<file path="src/rtl/pipelined_dmem_arbiter_pkg.sv">
// pipelined_dmem_arbiter_pkg: shared state encoding and default loader starvation bound
package pipelined_dmem_arbiter_pkg;
  typedef enum logic [1:0] {IDLE, CPU_RD, LD_RD} state_t;
  localparam int MAX_CPU_RUN_DEF = 4;
endpackage

</file>
<file path="src/rtl/dmem_arb_fairness.sv">
// dmem_arb_fairness: counts CPU grants taken while the loader waits and forces the loader in at the bound
module dmem_arb_fairness import pipelined_dmem_arbiter_pkg::*; #(
  parameter int MAX_CPU_RUN = MAX_CPU_RUN_DEF,
  localparam int CW = $clog2(MAX_CPU_RUN + 1)
) (
  input  logic          clock,
  input  logic          resetn,
  input  logic          ld_req,
  input  logic          cpu_grant,
  input  logic          ld_grant,
  output logic          force_ld,
  output logic [CW-1:0] run_cnt
);
  localparam logic [CW-1:0] MAX = CW'(MAX_CPU_RUN);
  assign force_ld = ld_req && run_cnt == MAX;
  // run length of CPU wins against a pending loader, saturating at the bound
  always_ff @(posedge clock or negedge resetn)
    if (!resetn) run_cnt <= '0;
    else if (!ld_req || ld_grant) run_cnt <= '0;
    else if (cpu_grant && run_cnt != MAX) run_cnt <= run_cnt + 1'b1;
endmodule

</file>
<file path="src/rtl/pipelined_dmem_arbiter.sv">
// pipelined_dmem_arbiter: shares the single-port data RAM between the MEM stage and a loader port
module pipelined_dmem_arbiter import pipelined_dmem_arbiter_pkg::*; #(
  parameter int ADDR_W      = 8,
  parameter int DATA_W      = 32,
  parameter int MAX_CPU_RUN = MAX_CPU_RUN_DEF
) (
  input  logic              clock,
  input  logic              resetn,
  input  logic              cpu_req,
  input  logic              cpu_we,
  input  logic [ADDR_W-1:0] cpu_addr,
  input  logic [DATA_W-1:0] cpu_wdata,
  output logic [DATA_W-1:0] cpu_rdata,
  output logic              cpu_stall,
  input  logic              ld_req,
  input  logic              ld_we,
  input  logic [ADDR_W-1:0] ld_addr,
  input  logic [DATA_W-1:0] ld_wdata,
  output logic              ld_ack,
  output logic [DATA_W-1:0] ld_rdata,
  output logic              mem_en,
  output logic              mem_we,
  output logic [ADDR_W-1:0] mem_addr,
  output logic [DATA_W-1:0] mem_wdata,
  input  logic [DATA_W-1:0] mem_rdata
);
  localparam int CW = $clog2(MAX_CPU_RUN + 1);
  state_t state, state_nxt;
  logic force_ld, grant_ld, grant_cpu;
  logic [CW-1:0] run_cnt;
  logic [DATA_W-1:0] cpu_q, ld_q;
  dmem_arb_fairness #(.MAX_CPU_RUN(MAX_CPU_RUN)) u_fair (
    .clock(clock), .resetn(resetn), .ld_req(ld_req), .cpu_grant(grant_cpu),
    .ld_grant(grant_ld), .force_ld(force_ld), .run_cnt(run_cnt)
  );
  // arbitration, RAM muxing and handshakes; reset gates everything so outputs are quiet while held
  always_comb begin
    grant_ld  = resetn && state == IDLE && ld_req && (force_ld || !cpu_req);
    grant_cpu = resetn && state == IDLE && cpu_req && !grant_ld;
    mem_en    = grant_ld || grant_cpu;
    mem_we    = grant_ld ? ld_we : grant_cpu && cpu_we;
    mem_addr  = grant_ld ? ld_addr : grant_cpu ? cpu_addr : '0;
    mem_wdata = grant_ld ? ld_wdata : grant_cpu ? cpu_wdata : '0;
    cpu_stall = resetn && cpu_req && !(grant_cpu && cpu_we) && state != CPU_RD;
    ld_ack    = (grant_ld && ld_we) || state == LD_RD;
    cpu_rdata = state == CPU_RD ? mem_rdata : cpu_q;
    ld_rdata  = state == LD_RD ? mem_rdata : ld_q;
    state_nxt = mem_en && !mem_we ? (grant_ld ? LD_RD : CPU_RD) : IDLE;
  end
  // state register plus held copies of the last read data per requester
  always_ff @(posedge clock or negedge resetn)
    if (!resetn) begin
      state <= IDLE;
      cpu_q <= '0;
      ld_q  <= '0;
    end else begin
      state <= state_nxt;
      if (state == CPU_RD) cpu_q <= mem_rdata;
      if (state == LD_RD) ld_q <= mem_rdata;
    end
endmodule

</file>
<file path="config.mk">
export PLATFORM = sky130hd
export DESIGN_NAME = pipelined_dmem_arbiter
export DESIGN_NICKNAME = d
export VERILOG_FILES = /design/src/rtl/pipelined_dmem_arbiter_pkg.sv /design/src/rtl/dmem_arb_fairness.sv /design/src/rtl/pipelined_dmem_arbiter.sv
export SDC_FILE = /design/constraint.sdc
export NUM_CORES = 1
export LEC_CHECK = 0
export BUFFER_PORTS_ARGS = -buffer_cell sky130_fd_sc_hd__clkbuf_2
export CORE_MARGIN = 2
export CORE_UTILIZATION = 40
export DETAILED_ROUTE_END_ITERATION = 10
export MAX_ROUTING_LAYER = met4
export PLACE_DENSITY = 0.84
export SKIP_LAST_GASP = 1
export SYNTH_ARGS = -nofsm -noshare
export SYNTH_HDL_FRONTEND = slang
export SYNTH_SLANG_ARGS = --single-unit
</file>
<file path="constraint.sdc">
create_clock -name clock -period 1.75 [get_ports clock]
set_input_delay 0.175 -clock clock [delete_from_list [all_inputs] [get_ports clock]]
set_output_delay 0.175 -clock clock [all_outputs]
set_load 0.02 [all_outputs]
</file>
======== Word level (Yosys, flattened, before mapping) ========
Cells that the tools add are included.
cells by class
  $add $sub $neg .......................... 1
  equal/unequal tests ..................... 5
  muxes and demuxes ....................... 11
  reductions and logical operators ........ 24
operators with widths
  kind                                                                      count
  32-bit two-way mux                                                        4
  8-bit two-way mux                                                         2
  1-bit logical AND                                                         13
  3-bit two-way mux                                                         2
  1-bit logical NOT                                                         5
  1-bit logical OR                                                          4
  2-bit two-way mux                                                         2
  3-bit by 1-bit adder with 3-bit output (second input constant)            1
  3-bit equality test (second input constant)                               1
  3-bit inequality test (second input constant)                             1
  2-bit by 1-bit equality test with 1-bit output (second input constant)    1
  2-bit equality test (second input constant)                               1
  2-bit logical NOT                                                         1
  2-bit by 1-bit inequality test with 1-bit output (second input constant)  1
  2-bit nonzero test                                                        1
  1-bit two-way mux                                                         1
word-level totals
  bits in registers ....................... 69
  input bits .............................. 118
  output and inout bits ................... 108
  word-level logic and storage cells ...... 45

======== Depth between registers and ports, before layout ========
Gate-level depths: netlist of run 1.
  depth in word-level cells ............... 11
  gate-level depth with buffers ........... 7
  mapped depth without buffers ............ 5

======== Modules after synthesis ========
From an unflattened synthesis of run 1, not the netlist that was laid out.
second synthesis, totals
  cell total of the unflattened synthesis .. 220
  area total of the unflattened synthesis .. 3139.3 sq um
by module, submodules not included
  module                  times used  cells an instance  area an instance (sq um)  sequential area each (sq um)
  pipelined_dmem_arbiter  1           202                2961.6                    1651.6
  dmem_arb_fairness       1           18                 177.7                     75.1

======== Worst setup path after synthesis of run 1 ========
Ideal clock, no wire load.
  kind .................................... register to output
  start ................................... register u_fair.run_cnt[0]
  end ..................................... output port cpu_stall
  data arrival time ....................... 1.565 ns
  path slack .............................. 0.010 ns
  stages on the path, launching flop included .. 7
  buffers on the path ..................... 1
  cells stage by stage .................... dfrtp_1 -> inv_1 -> ha_1 -> a21bo_1 -> buf_4 -> nand2_1 -> a311oi_1
between the ends
  cells in the longest elaborated chain, start to end .. 10
ends and longest elaborated chain
  item                            line                          text
  start: declaration              dmem_arb_fairness.sv:12       output logic [CW-1:0] run_cnt
  start signal: assignment        dmem_arb_fairness.sv:20       else if (cpu_grant && run_cnt != MAX) run_cnt <= run_cnt + 1'b1;
  3-bit equality test             dmem_arb_fairness.sv:15       assign force_ld = ld_req && run_cnt == MAX;
  1-bit logical AND               dmem_arb_fairness.sv:15
  1-bit logical OR                pipelined_dmem_arbiter.sv:38  grant_ld = resetn && state == IDLE && ld_req && (force_ld || !cpu_req);
  1-bit logical AND               pipelined_dmem_arbiter.sv:38
  1-bit logical NOT               pipelined_dmem_arbiter.sv:39  grant_cpu = resetn && state == IDLE && cpu_req && !grant_ld;
  1-bit logical AND               pipelined_dmem_arbiter.sv:39
  1-bit logical AND               pipelined_dmem_arbiter.sv:44  cpu_stall = resetn && cpu_req && !(grant_cpu && cpu_we) && state != CPU_RD;
  1-bit logical NOT               pipelined_dmem_arbiter.sv:44
  1-bit logical AND (2 in a row)  pipelined_dmem_arbiter.sv:44
  end: declaration                pipelined_dmem_arbiter.sv:14  output logic cpu_stall,
No other way between the ends.

======== Final worst setup path of run 1 ========
  start ................................... register u_fair.run_cnt[0]
  end ..................................... output port mem_wdata[22]
between the ends
  cells in the longest elaborated chain, start to end .. 8
ends and longest elaborated chain
  item                     line                          text
  3-bit equality test (*)  dmem_arb_fairness.sv:15
  1-bit logical AND (*)    dmem_arb_fairness.sv:15
  1-bit logical OR (*)     pipelined_dmem_arbiter.sv:38
  1-bit logical AND (*)    pipelined_dmem_arbiter.sv:38
  1-bit logical NOT        pipelined_dmem_arbiter.sv:39
  1-bit logical AND        pipelined_dmem_arbiter.sv:39
  32-bit two-way mux       pipelined_dmem_arbiter.sv:43  mem_wdata = grant_ld ? ld_wdata : grant_cpu ? cpu_wdata : '0;
  32-bit two-way mux (*)   pipelined_dmem_arbiter.sv:43
  end: declaration         pipelined_dmem_arbiter.sv:24  output logic [DATA_W-1:0] mem_wdata,
Mark *: on every way between the ends. The rest lies on a longest branch, timed or not.

==> impl_results.md, run 1 <==
- Outcome: finished with violations
- Failing checks: setup timing
- Final setup fails: 110
- Worst endpoint required time: 1.57 ns
- Slew headroom: 0.431
- Ys Warns: 0
- CP Launch Type: flip-flop
- Fin crit period: 2.22 ns
- Chip Height: 99.1 microns
- CP max FO: 20
- Setup crit end kind: output pin
- RSZ-0062 raised after global routing: yes
- DP Area: 0.00485 sq mm
- Post-Syn Instances: 329
- Routed len/inst: 23.3 microns
- Slew @ Worst Pin: 0.854 ns
- Area growth, synth to finish: 92.7%
- Final Instance Area: 0.00697 sq mm
- Sequential area share after synthesis: 0.477
- Initial antenna violation count: 0
- Skew-Pair Late Insertion Delay: 0.33 ns
- Ratio of routed vias to standard cells: 5.90
- Leading cell type in the layout, fill and taps excluded: clkbuf_2
- Reg2reg path depth: 9
- DRT iter0 DRCs: 260
- Largest net degree at the start of global routing: 70
- CTS tree: done
- CTS max path bufs: 2
- Die area: 0.00982 sq mm
- Final hold viol count: 0
- Post-route ant nets: 0
- Pwr Density: 968 mW/mm^2
- Core area: 0.00876 sq mm
- Final nets: 710
- Number of CTS-inserted buffers: 9
- Clk root buf: clkbuf_8
- Post-route DRC: 0
- H-tree depth: 3
- Hold path depth: 2
- Max Clk Rate: 0.451 GHz
- Global-route wire length before repair: 17200 microns
- Max Cap Violations: 0
- Clock slew at reported path FFs: 0.08 ns
- Fillers: 466
- Setup ws final: -0.468 ns
- Vias in the first global route: 3611
- VDD IR max: 0.554 mV
- Arrival time of the worst setup path: 2.04 ns
- Gr usage total: 0.220
- Fin Clk Skew: 0.0104 ns
- Area of the mapped netlist: 0.00362 sq mm
- Layout cells sized above 1: 0.760
- Number of port buffers: 225
- Pre-CTS setup slack: 0.0957 ns
- #FFs+latches synth: 69
- Rows: 34
- Most frequent cells in the layout: clkbuf_2, buf_6, dfrtp_1
- WS Path Type: reg2out
- Static Leak: 3.29 nW
- Via count: 4149
- IO Count: 226
- HP Class: in2reg
- Synth unique cells: 26
- Final period utilization: 1.27
- Hold_buf cts: 0
- Routed Wire Length: 16400 microns
- Max-slew violations: 0
- DIE WIDTH: 99.1 microns
- # diodes: 0
- DRT Pass-1 Iters: 5
- Syn nets: 449
- Aggregate global routing overflow: 0
- Final estimated routing congestion in global placement: 0.836
- HPWL after detailed placement: 7590 microns
- Syn_area_per_cell: 11.0 sq um
- Initial Util: 0.413
- Clk sinks: 69
-- routing by layer --
| layer | wire [microns] | vias up | track usage |
|---|---|---|---|
| met5 | 0 | - | - |
| met2 | 8920 | 247 | 0.397 |
| li1 | - | 1772 | - |
| met1 | 5930 | 2071 | 0.246 |
| met4 | 643 | 0 | 0.0832 |
| met3 | 911 | 59 | 0.0316 |
-- worst max-delay path, cell delays in order (launching register included) --
cell and delay (ns):
dfrtp_1 0.41, inv_2 0.09, ha_4 0.15, inv_2 0.07, buf_16 0.17, o311ai_1 0.50, a21oi_2 0.16, buf_4 0.18
-- repair_timing --
item,CTS,global route
cloned,1,16
setup endpoints to repair,108,108
pin swaps,2,12
resized for setup,129,373
setup buffers,3,31
-- final cells by class --
class	instances	area [sq um]	share of cell area
Multi-Input combinational cell	212	2360	0.338
Inverter	8	30.0	0.00431
Clock buffer	11	141	0.0203
Sequential cell	69	1730	0.248
Clock inverter	5	35.0	0.00503
Tap cell	108	135	0.0194
Timing Repair Buffer	290	2540	0.365
-- where the power goes --
part | total [W] | internal [W] | leakage (nW) | switching [W]
Combinational | 0.00343 | 0.00181 | 2.38 | 0.00163
Sequential | 0.00213 | 0.00198 | 0.822 | 0.000144
Clock | 0.00119 | 0.000557 | 0.0897 | 0.000630
Total | 0.00675 | 0.00435 | 3.29 | 0.00240
-- final timing paths --
kind	startpoint	end	slack (ns)
setup / recovery	u_fair.run_cnt[0]$_DFFE_PN0P_	mem_wdata[22]	-0.47
hold / removal	ld_we	state[1]$_DFF_PN0_	0.05
setup reg to reg	u_fair.run_cnt[0]$_DFFE_PN0P_	u_fair.run_cnt[1]$_DFFE_PN0P_	-0.23
hold reg to reg	ld_q[31]$_DFF_PN0_	ld_q[31]$_DFF_PN0_	0.50
max in group asynchronous	resetn	state[1]$_DFF_PN0_	1.08
min in group asynchronous	resetn	cpu_q[25]$_DFF_PN0_	0.09
-- cell usage after synthesis --
library cell  count  share of area
a21bo_1           1         0.0028
o31ai_2           1         0.0035
o21ai_0           1         0.0014
nand2b_1          3         0.0052
inv_1             8         0.0083
buf_1             5         0.0052
buf_4             1         0.0021
or3b_1            1         0.0024
mux2_2           64           0.20
buf_2             8          0.011
a211o_1           2         0.0048
a32o_1            1         0.0028
nor3_1            1         0.0014
and4bb_2          1         0.0035
clkbuf_1         21          0.022
buf_6             4          0.012
nor2b_1           1         0.0017
nor2_1            3         0.0031
o311ai_0         41          0.099
nand2_1           4         0.0041
clkbuf_2          1         0.0014
dfrtp_1          69           0.48
ha_1              2         0.0069
a21oi_1          43          0.059
a311oi_1          1         0.0024
nand3_1          41          0.057
-- kinds of logic after synthesis --
| group | synth area share |
|---|---|
| adder cells (fa/ha/maj) | 0.00691 |
| multiplexers | 0.199 |
| flip-flops | 0.477 |
| AO/OA/AOI/OAI | 0.176 |
| AND/OR/NAND/NOR | 0.0781 |
| buffers and inverters | 0.0622 |
-- per-stage QoR --
stage / power, W / std cells / hold slack, ns / TNS (ns) / util
6_report: 0.00675 / 703 / 0.0527 / -19.40 / 0.796
5_1_grt: 0.00702 / 703 / 0.0410 / -25.59 / 0.796
4_1_cts: 0.00546 / 656 / 0.0160 / -14.72 / 0.625
3_5_place_dp: 0.00415 / 636 / 0.378 / 0 / 0.554
3_3_place_gp: 0.00406 / 636 / 0.377 / 0 / 0.554
2_1_floorplan: 0.00338 / 329 / -0.121 / 0 / -
-- sequential cells by signal (all words and copies together), names as in the netlist --
signal          flops
state               2
ld_q               32
cpu_q              32
u_fair.run_cnt      3
Power figures use the tool's default switching activity.
==> run 2: changes to the inputs <==
--- a/config.mk
+++ b/config.mk
@@ -8,6 +8,7 @@
 export BUFFER_PORTS_ARGS = -buffer_cell sky130_fd_sc_hd__clkbuf_2
 export CORE_MARGIN = 2
 export CORE_UTILIZATION = 40
+export CTS_BUF_LIST = sky130_fd_sc_hd__clkbuf_2 sky130_fd_sc_hd__clkbuf_4 sky130_fd_sc_hd__clkbuf_8
 export DETAILED_ROUTE_END_ITERATION = 10
 export MAX_ROUTING_LAYER = met4
 export PLACE_DENSITY = 0.84
==> impl_results.md, run 2 (same netlist as run 1, synthesis figures left out) <==
- Critical Path Most Common Cell: inv_2 (unchanged)
- Clock slew at reported path FFs: 0.08 ns (about the same)
- Worst endpoint required time: 1.57 ns (about the same)
- Via count: 4149 (unchanged)
- DRT iter0 DRCs: 232 (was 260)
- Failing checks: setup timing (unchanged)
- Skew-Pair Late Insertion Delay: 0.33 ns (about the same)
- Layout cells sized above 1: 0.761 (was 0.760)
- Clock share of power: 0.178 (was 0.176)
- Most frequent cells in the layout: clkbuf_2, buf_6, dfrtp_1 (unchanged)
- H-tree depth: 3 (unchanged)
- RSZ-0062 raised after global routing: yes (unchanged)
- Initial antenna violation count: 0 (unchanged)
- Number of CTS-inserted buffers: 9 (unchanged)
- Largest regs: cpu_q x32, ld_q x32, u_fair.run_cnt x3 (unchanged)
- Arrival time of the worst setup path: 2.07 ns (was 2.04 ns)
- Hold_ws: 0.0588 ns (was 0.0527 ns)
- Final hold viol count: 0 (unchanged)
- Gr usage total: 0.220 (unchanged)
- Routed len/inst: 23.3 microns (about the same)
- IO Count: 226 (unchanged)
- CP max FO: 20 (unchanged)
- Routed Wire Length: 16400 microns (about the same)
- Static Leak: 3.30 nW (was 3.29 nW)
- WS Path Type: reg2out (unchanged)
- Post-route DRC: 0 (unchanged)
- Final setup fails: 110 (unchanged)
- HPWL after detailed placement: 7590 microns (unchanged)
- Max Clk Rate: 0.445 GHz (was 0.451 GHz)
- Switching share of power: 0.355 (about the same)
- HP Class: in2reg (unchanged)
- DIE WIDTH: 99.1 microns (unchanged)
- Cell Chain, Critical Path: inv_2 -> ha_4 -> inv_2 -> buf_16 -> o311ai_1 -> a21oi_2 -> buf_4 (unchanged)
- Setup ws final: -0.498 ns (was -0.468 ns)
- Aggregate global routing overflow: 0 (unchanged)
- Core area: 0.00876 sq mm (unchanged)
- Number of port buffers: 225 (unchanged)
- Setup TNS: -19.67 ns (was -19.40 ns)
- Leading cell type in the layout, fill and taps excluded: clkbuf_2 (unchanged)
- DRT Pass-1 Iters: 4 (was 5)
- Switching power: 0.00241 W (was 0.00240 W)
- Hold_buf cts: 0 (unchanged)
- Area growth, synth to finish: 92.8% (was 92.7%)
- Fin crit period: 2.25 ns (was 2.22 ns)
- Fin Clk Skew: 0.0102 ns (was 0.0104 ns)
- Post-route ant nets: 0 (unchanged)
- CP max-delay cell: o311ai_1 (unchanged)
- Final Power: 0.00677 W (was 0.00675 W)
- Slew headroom: 0.429 (was 0.431)
- Outcome: finished with violations (unchanged)
- Placed Cells incl. Taps: 636 (unchanged)
- Max-slew violations: 0 (unchanged)
- CP Launch Type: flip-flop (unchanged)
- Clk root buf: clkbuf_8 (unchanged)
- Cell Count, Final, Fillers Out: 703 (unchanged)
- Final core occ: 0.796 (about the same)
- CTS tree: done (unchanged)
- Pwr Density: 971 mW/mm^2 (was 968 mW/mm^2)
- Vias in the first global route: 3611 (unchanged)
- Sequential group share of total power: 0.314 (was 0.315)
- Ratio of routed vias to standard cells: 5.90 (unchanged)
- Chip Height: 99.1 microns (unchanged)
- Final estimated routing congestion in global placement: 0.836 (unchanged)
- Internal power: 0.00437 W (was 0.00435 W)
- Die area: 0.00982 sq mm (unchanged)
- Slew @ Worst Pin: 0.856 ns (was 0.854 ns)
- Clk sinks: 69 (unchanged)
- Max Cap Violations: 0 (unchanged)
- CTS max path bufs: 2 (unchanged)
- Worst path max stage delay: 0.52 ns (was 0.50 ns)
- Initial Util: 0.413 (unchanged)
- Final period utilization: 1.28 (was 1.27)
- Global-route wire length before repair: 17200 microns (unchanged)
- Setup crit end kind: output pin (unchanged)
- VDD IR max: 0.553 mV (was 0.554 mV)
- Comb pwr share: 0.507 (was 0.509)
- # diodes: 0 (unchanged)
- Rows: 34 (unchanged)
- Largest net degree at the start of global routing: 70 (unchanged)
- Final nets: 710 (unchanged)
run 2: cell type report:
cell class / instances / area (sq um)
fill: 466 / 1790
inverter: 8 / 30.0
multi-input combinational: 212 / 2360
clock buffer: 11 / 145
tap: 108 / 135
timing repair buffer: 290 / 2540
sequential: 69 / 1730
clock inverter: 5 / 35.0
run 2: worst max-delay path, delay by kind of cell (launching register included):
kind | cells | cell delay [ns]
compound gates | 2 | 0.68
fa+ha+maj | 1 | 0.15
buf+inv | 4 | 0.52
flops | 1 | 0.41
run 2: metal layers:
| layer | GRT usage | part of all wire | wire length, microns |
|---|---|---|---|
| met5 | - | 0 | 0 |
| met4 | 0.0832 | 0.039 | 635 |
| met3 | 0.0316 | 0.057 | 930 |
| met2 | 0.397 | 0.54 | 8920 |
| met1 | 0.246 | 0.36 | 5920 |
run 2: repair_timing:
action | in CTS | in global routing
resized for setup | 129 | 373
cloned | 1 | 16
pin swaps | 2 | 12
endpoints found under the hold margin | 0 | 0
setup endpoints to repair | 108 | 108
setup buffers | 3 | 31
run 2: worst paths after layout:
path	cells after the start	from	end	slack, ns
min in group asynchronous	2	resetn	ld_q[24]$_DFF_PN0_	0.09
worst max-delay path	7	u_fair.run_cnt[0]$_DFFE_PN0P_	mem_wdata[22]	-0.50
worst min-delay path	2	ld_we	state[1]$_DFF_PN0_	0.06
worst max register to register	9	u_fair.run_cnt[0]$_DFFE_PN0P_	u_fair.run_cnt[1]$_DFFE_PN0P_	-0.23
max in group asynchronous	2	resetn	state[1]$_DFF_PN0_	1.08
worst min register to register	1	ld_q[31]$_DFF_PN0_	ld_q[31]$_DFF_PN0_	0.50
run 2: power groups by stage:
stage | Combinational (W) | Clock (W) | Sequential [W]
floorplan | 0.00130 | 0 | 0.00207
global placement | 0.00198 | 0 | 0.00208
detailed placement | 0.00203 | 0 | 0.00212
CTS | 0.00218 | 0.00121 | 0.00208
global route | 0.00356 | 0.00132 | 0.00216
finish | 0.00343 | 0.00121 | 0.00213
run 2: stage by stage:
stage / setup slack (ns) / cell area, sq um
after detailed placement: 0.0957 / 4850
final: -0.498 / 6980
after global placement: 0.121 / 4850
after CTS: -0.171 / 5480
after global routing: -0.480 / 6980
after floorplan: 0.00950 / 3620
==> run 3: changes to the inputs <==
--- a/config.mk
+++ b/config.mk
@@ -6,6 +6,7 @@
 export NUM_CORES = 1
 export LEC_CHECK = 0
 export BUFFER_PORTS_ARGS = -buffer_cell sky130_fd_sc_hd__clkbuf_2
+export CORE_ASPECT_RATIO = 1.2
 export CORE_MARGIN = 2
 export CORE_UTILIZATION = 40
 export CTS_BUF_LIST = sky130_fd_sc_hd__clkbuf_2 sky130_fd_sc_hd__clkbuf_4 sky130_fd_sc_hd__clkbuf_8
@@ -13,6 +14,7 @@
 export MAX_ROUTING_LAYER = met4
 export PLACE_DENSITY = 0.84
 export SKIP_LAST_GASP = 1
+export SLEW_MARGIN = 40
 export SYNTH_ARGS = -nofsm -noshare
 export SYNTH_HDL_FRONTEND = slang
 export SYNTH_SLANG_ARGS = --single-unit
==> impl_results.md, run 3 (same netlist as run 1, synthesis figures left out) <==
- Outcome: finished with violations (unchanged)
- Failing checks: hold timing, setup timing (was setup timing)
- Initial antenna violation count: 0 (unchanged)
- Routed Wire Length: 14200 microns (was 16400 microns)
- Gr usage total: 0.231 (was 0.220)
- Die area: 0.00983 sq mm (was 0.00982 sq mm)
- Sequential group share of total power: 0.327 (was 0.314)
- DIE WIDTH: 90.8 microns (was 99.1 microns)
- Clock slew at reported path FFs: 0.08 ns (about the same)
- Switching share of power: 0.357 (was 0.355)
- Critical Path Most Common Cell: inv_1 (was inv_2)
- Skew-Pair Late Insertion Delay: 0.35 ns (was 0.33 ns)
- Number of port buffers: 225 (unchanged)
- Post-route DRC: 0 (unchanged)
- Final Instance Area: 0.00630 sq mm (was 0.00698 sq mm)
- Fillers: 623 (was 466)
- Worst endpoint required time: 1.57 ns (about the same)
- CTS tree: done (unchanged)
- Final period utilization: 1.16 (was 1.28)
- DP Area: 0.00491 sq mm (was 0.00485 sq mm)
- Max Clk Rate: 0.494 GHz (was 0.445 GHz)
- CTS max path bufs: 2 (unchanged)
- Final core occ: 0.705 (was 0.796)
- Leading cell type in the layout, fill and taps excluded: clkbuf_2 (unchanged)
- Via count: 3891 (was 4149)
- Chip Height: 108 microns (was 99.1 microns)
- H-tree depth: 3 (unchanged)
- HP Class: in2async (was in2reg)
- Clock share of power: 0.208 (was 0.178)
- HPWL after detailed placement: 8180 microns (was 7590 microns)
- Max-slew violations: 0 (unchanged)
- VDD IR max: 0.468 mV (was 0.553 mV)
- DRT iter0 DRCs: 237 (was 232)
- Aggregate global routing overflow: 0 (unchanged)
- Fin Clk Skew: 0.00659 ns (was 0.0102 ns)
- Routed len/inst: 20.4 microns (was 23.3 microns)
- RSZ-0062 raised after global routing: yes (unchanged)
- CP max FO: 19 (was 20)
- CP Launch Type: flip-flop (unchanged)
- Global-route wire length before repair: 17600 microns (was 17200 microns)
- Most frequent cells in the layout: clkbuf_2, dfrtp_1, buf_6 (was clkbuf_2, buf_6, dfrtp_1)
- IO Count: 226 (unchanged)
- Area growth, synth to finish: 74.2% (was 92.8%)
- Rows: 38 (was 34)
- DRT Pass-1 Iters: 6 (was 4)
- Layout cells sized above 1: 0.685 (was 0.761)
- Post-route ant nets: 0 (unchanged)
- # diodes: 0 (unchanged)
- Core area: 0.00894 sq mm (was 0.00876 sq mm)
- Internal power: 0.00420 W (was 0.00437 W)
- Ratio of routed vias to standard cells: 5.58 (was 5.90)
- Largest net degree at the start of global routing: 70 (unchanged)
- Final Power: 0.00653 W (was 0.00677 W)
- Cell Chain, Critical Path: inv_1 -> ha_2 -> inv_1 -> buf_8 -> o311ai_1 -> a21oi_1 -> clkbuf_2 (was inv_2 -> ha_4 -> inv_2 -> buf_16 -> o311ai_1 -> a21oi_2 -> buf_4)
- Hold_ws: -0.0551 ns (was 0.0588 ns)
- Slew @ Worst Pin: 0.619 ns (was 0.856 ns)
- Worst path max stage delay: 0.36 ns (was 0.52 ns)
- Switching power: 0.00233 W (was 0.00241 W)
- Setup ws final: -0.274 ns (was -0.498 ns)
- Fin crit period: 2.02 ns (was 2.25 ns)
- WS Path Type: reg2out (unchanged)
- Setup crit end kind: output pin (unchanged)
- Slew headroom: 0.587 (was 0.429)
- Final estimated routing congestion in global placement: 0.821 (was 0.836)
- Initial Util: 0.405 (was 0.413)
- Arrival time of the worst setup path: 1.85 ns (was 2.07 ns)
- Clk root buf: clkbuf_8 (unchanged)
- Comb pwr share: 0.465 (was 0.507)
- Final setup fails: 107 (was 110)
- Largest regs: cpu_q x32, ld_q x32, u_fair.run_cnt x3 (unchanged)
- Final nets: 692 (was 710)
- Static Leak: 3.03 nW (was 3.30 nW)
- Vias in the first global route: 3514 (was 3611)
- Pwr Density: 1040 mW/mm^2 (was 971 mW/mm^2)
- Number of CTS-inserted buffers: 9 (unchanged)
- Final hold viol count: 69 (was 0)
- Max Cap Violations: 0 (unchanged)
- Clk sinks: 69 (unchanged)
- CP max-delay cell: dfrtp_1 (was o311ai_1)
==> run 3: repair_timing <==
action	CTS	global route
hold buffers	1	0
buffers inserted	1	19
setup endpoints to repair	108	108
pin swaps	5	5
resized for setup	88	246
gates cloned	0	5
endpoints found under the hold margin	1	0
==> run 3: cell type report <==
cell class	count	area [sq um]	share of cell area
Clock buffer	10	138	0.0218
Clock inverter	6	71.3	0.0113
Inverter	8	30.0	0.00476
Multi-Input combinational cell	212	2150	0.340
Sequential cell	69	1730	0.274
Tap cell	120	150	0.0238
Timing Repair Buffer	272	2040	0.324
==> run 3: power by group through the flow <==
stage               Clock (W)  Sequential (W)  Combinational [W]
global route          0.00147         0.00217            0.00316
global placement            0         0.00208            0.00199
floorplan                   0         0.00207            0.00130
finish                0.00136         0.00213            0.00304
detailed placement          0         0.00211            0.00206
CTS                   0.00137         0.00208            0.00215
==> run 3: final timing paths <==
kind,slack [ns],from,to,cells past startpoint
worst min-delay path,-0.06,resetn,cpu_q[26]$_DFF_PN0_,2
max in group asynchronous,1.37,resetn,cpu_q[12]$_DFF_PN0_,2
worst min register to register,0.51,ld_q[10]$_DFF_PN0_,ld_q[10]$_DFF_PN0_,1
worst max register to register,0.20,state[0]$_DFF_PN0_,u_fair.run_cnt[1]$_DFFE_PN0P_,4
worst max-delay path,-0.27,u_fair.run_cnt[0]$_DFFE_PN0P_,mem_wdata[0],7
min in group clock,0.09,mem_rdata[23],cpu_q[23]$_DFF_PN0_,2
==> run 3: per-stage QoR <==
stage / worst slack [ns] / TNS [ns] / cells
2_1_floorplan: 0.00950 / 0 / 329
3_5_place_dp: 0.0354 / 0 / 655
5_1_grt: -0.350 / -29.23 / 697
4_1_cts: -0.251 / -23.82 / 673
3_3_place_gp: 0.0970 / 0 / 655
6_report: -0.274 / -21.91 / 697
==> run 3: routing by layer <==
metal	track usage	vias to the layer above	share of wire
met4	0.107	0	0.029
li1	-	1730	-
met3	0.0432	32	0.054
met1	0.274	1910	0.38
met5	-	-	0
met2	0.385	219	0.53
==> run 3: critical path, delay by kind of cell, from the launching register on <==
kind	cells	cell delay (ns)
fa+ha+maj	1	0.19
compound gates	2	0.33
buf+inv	4	0.62
flops	1	0.36
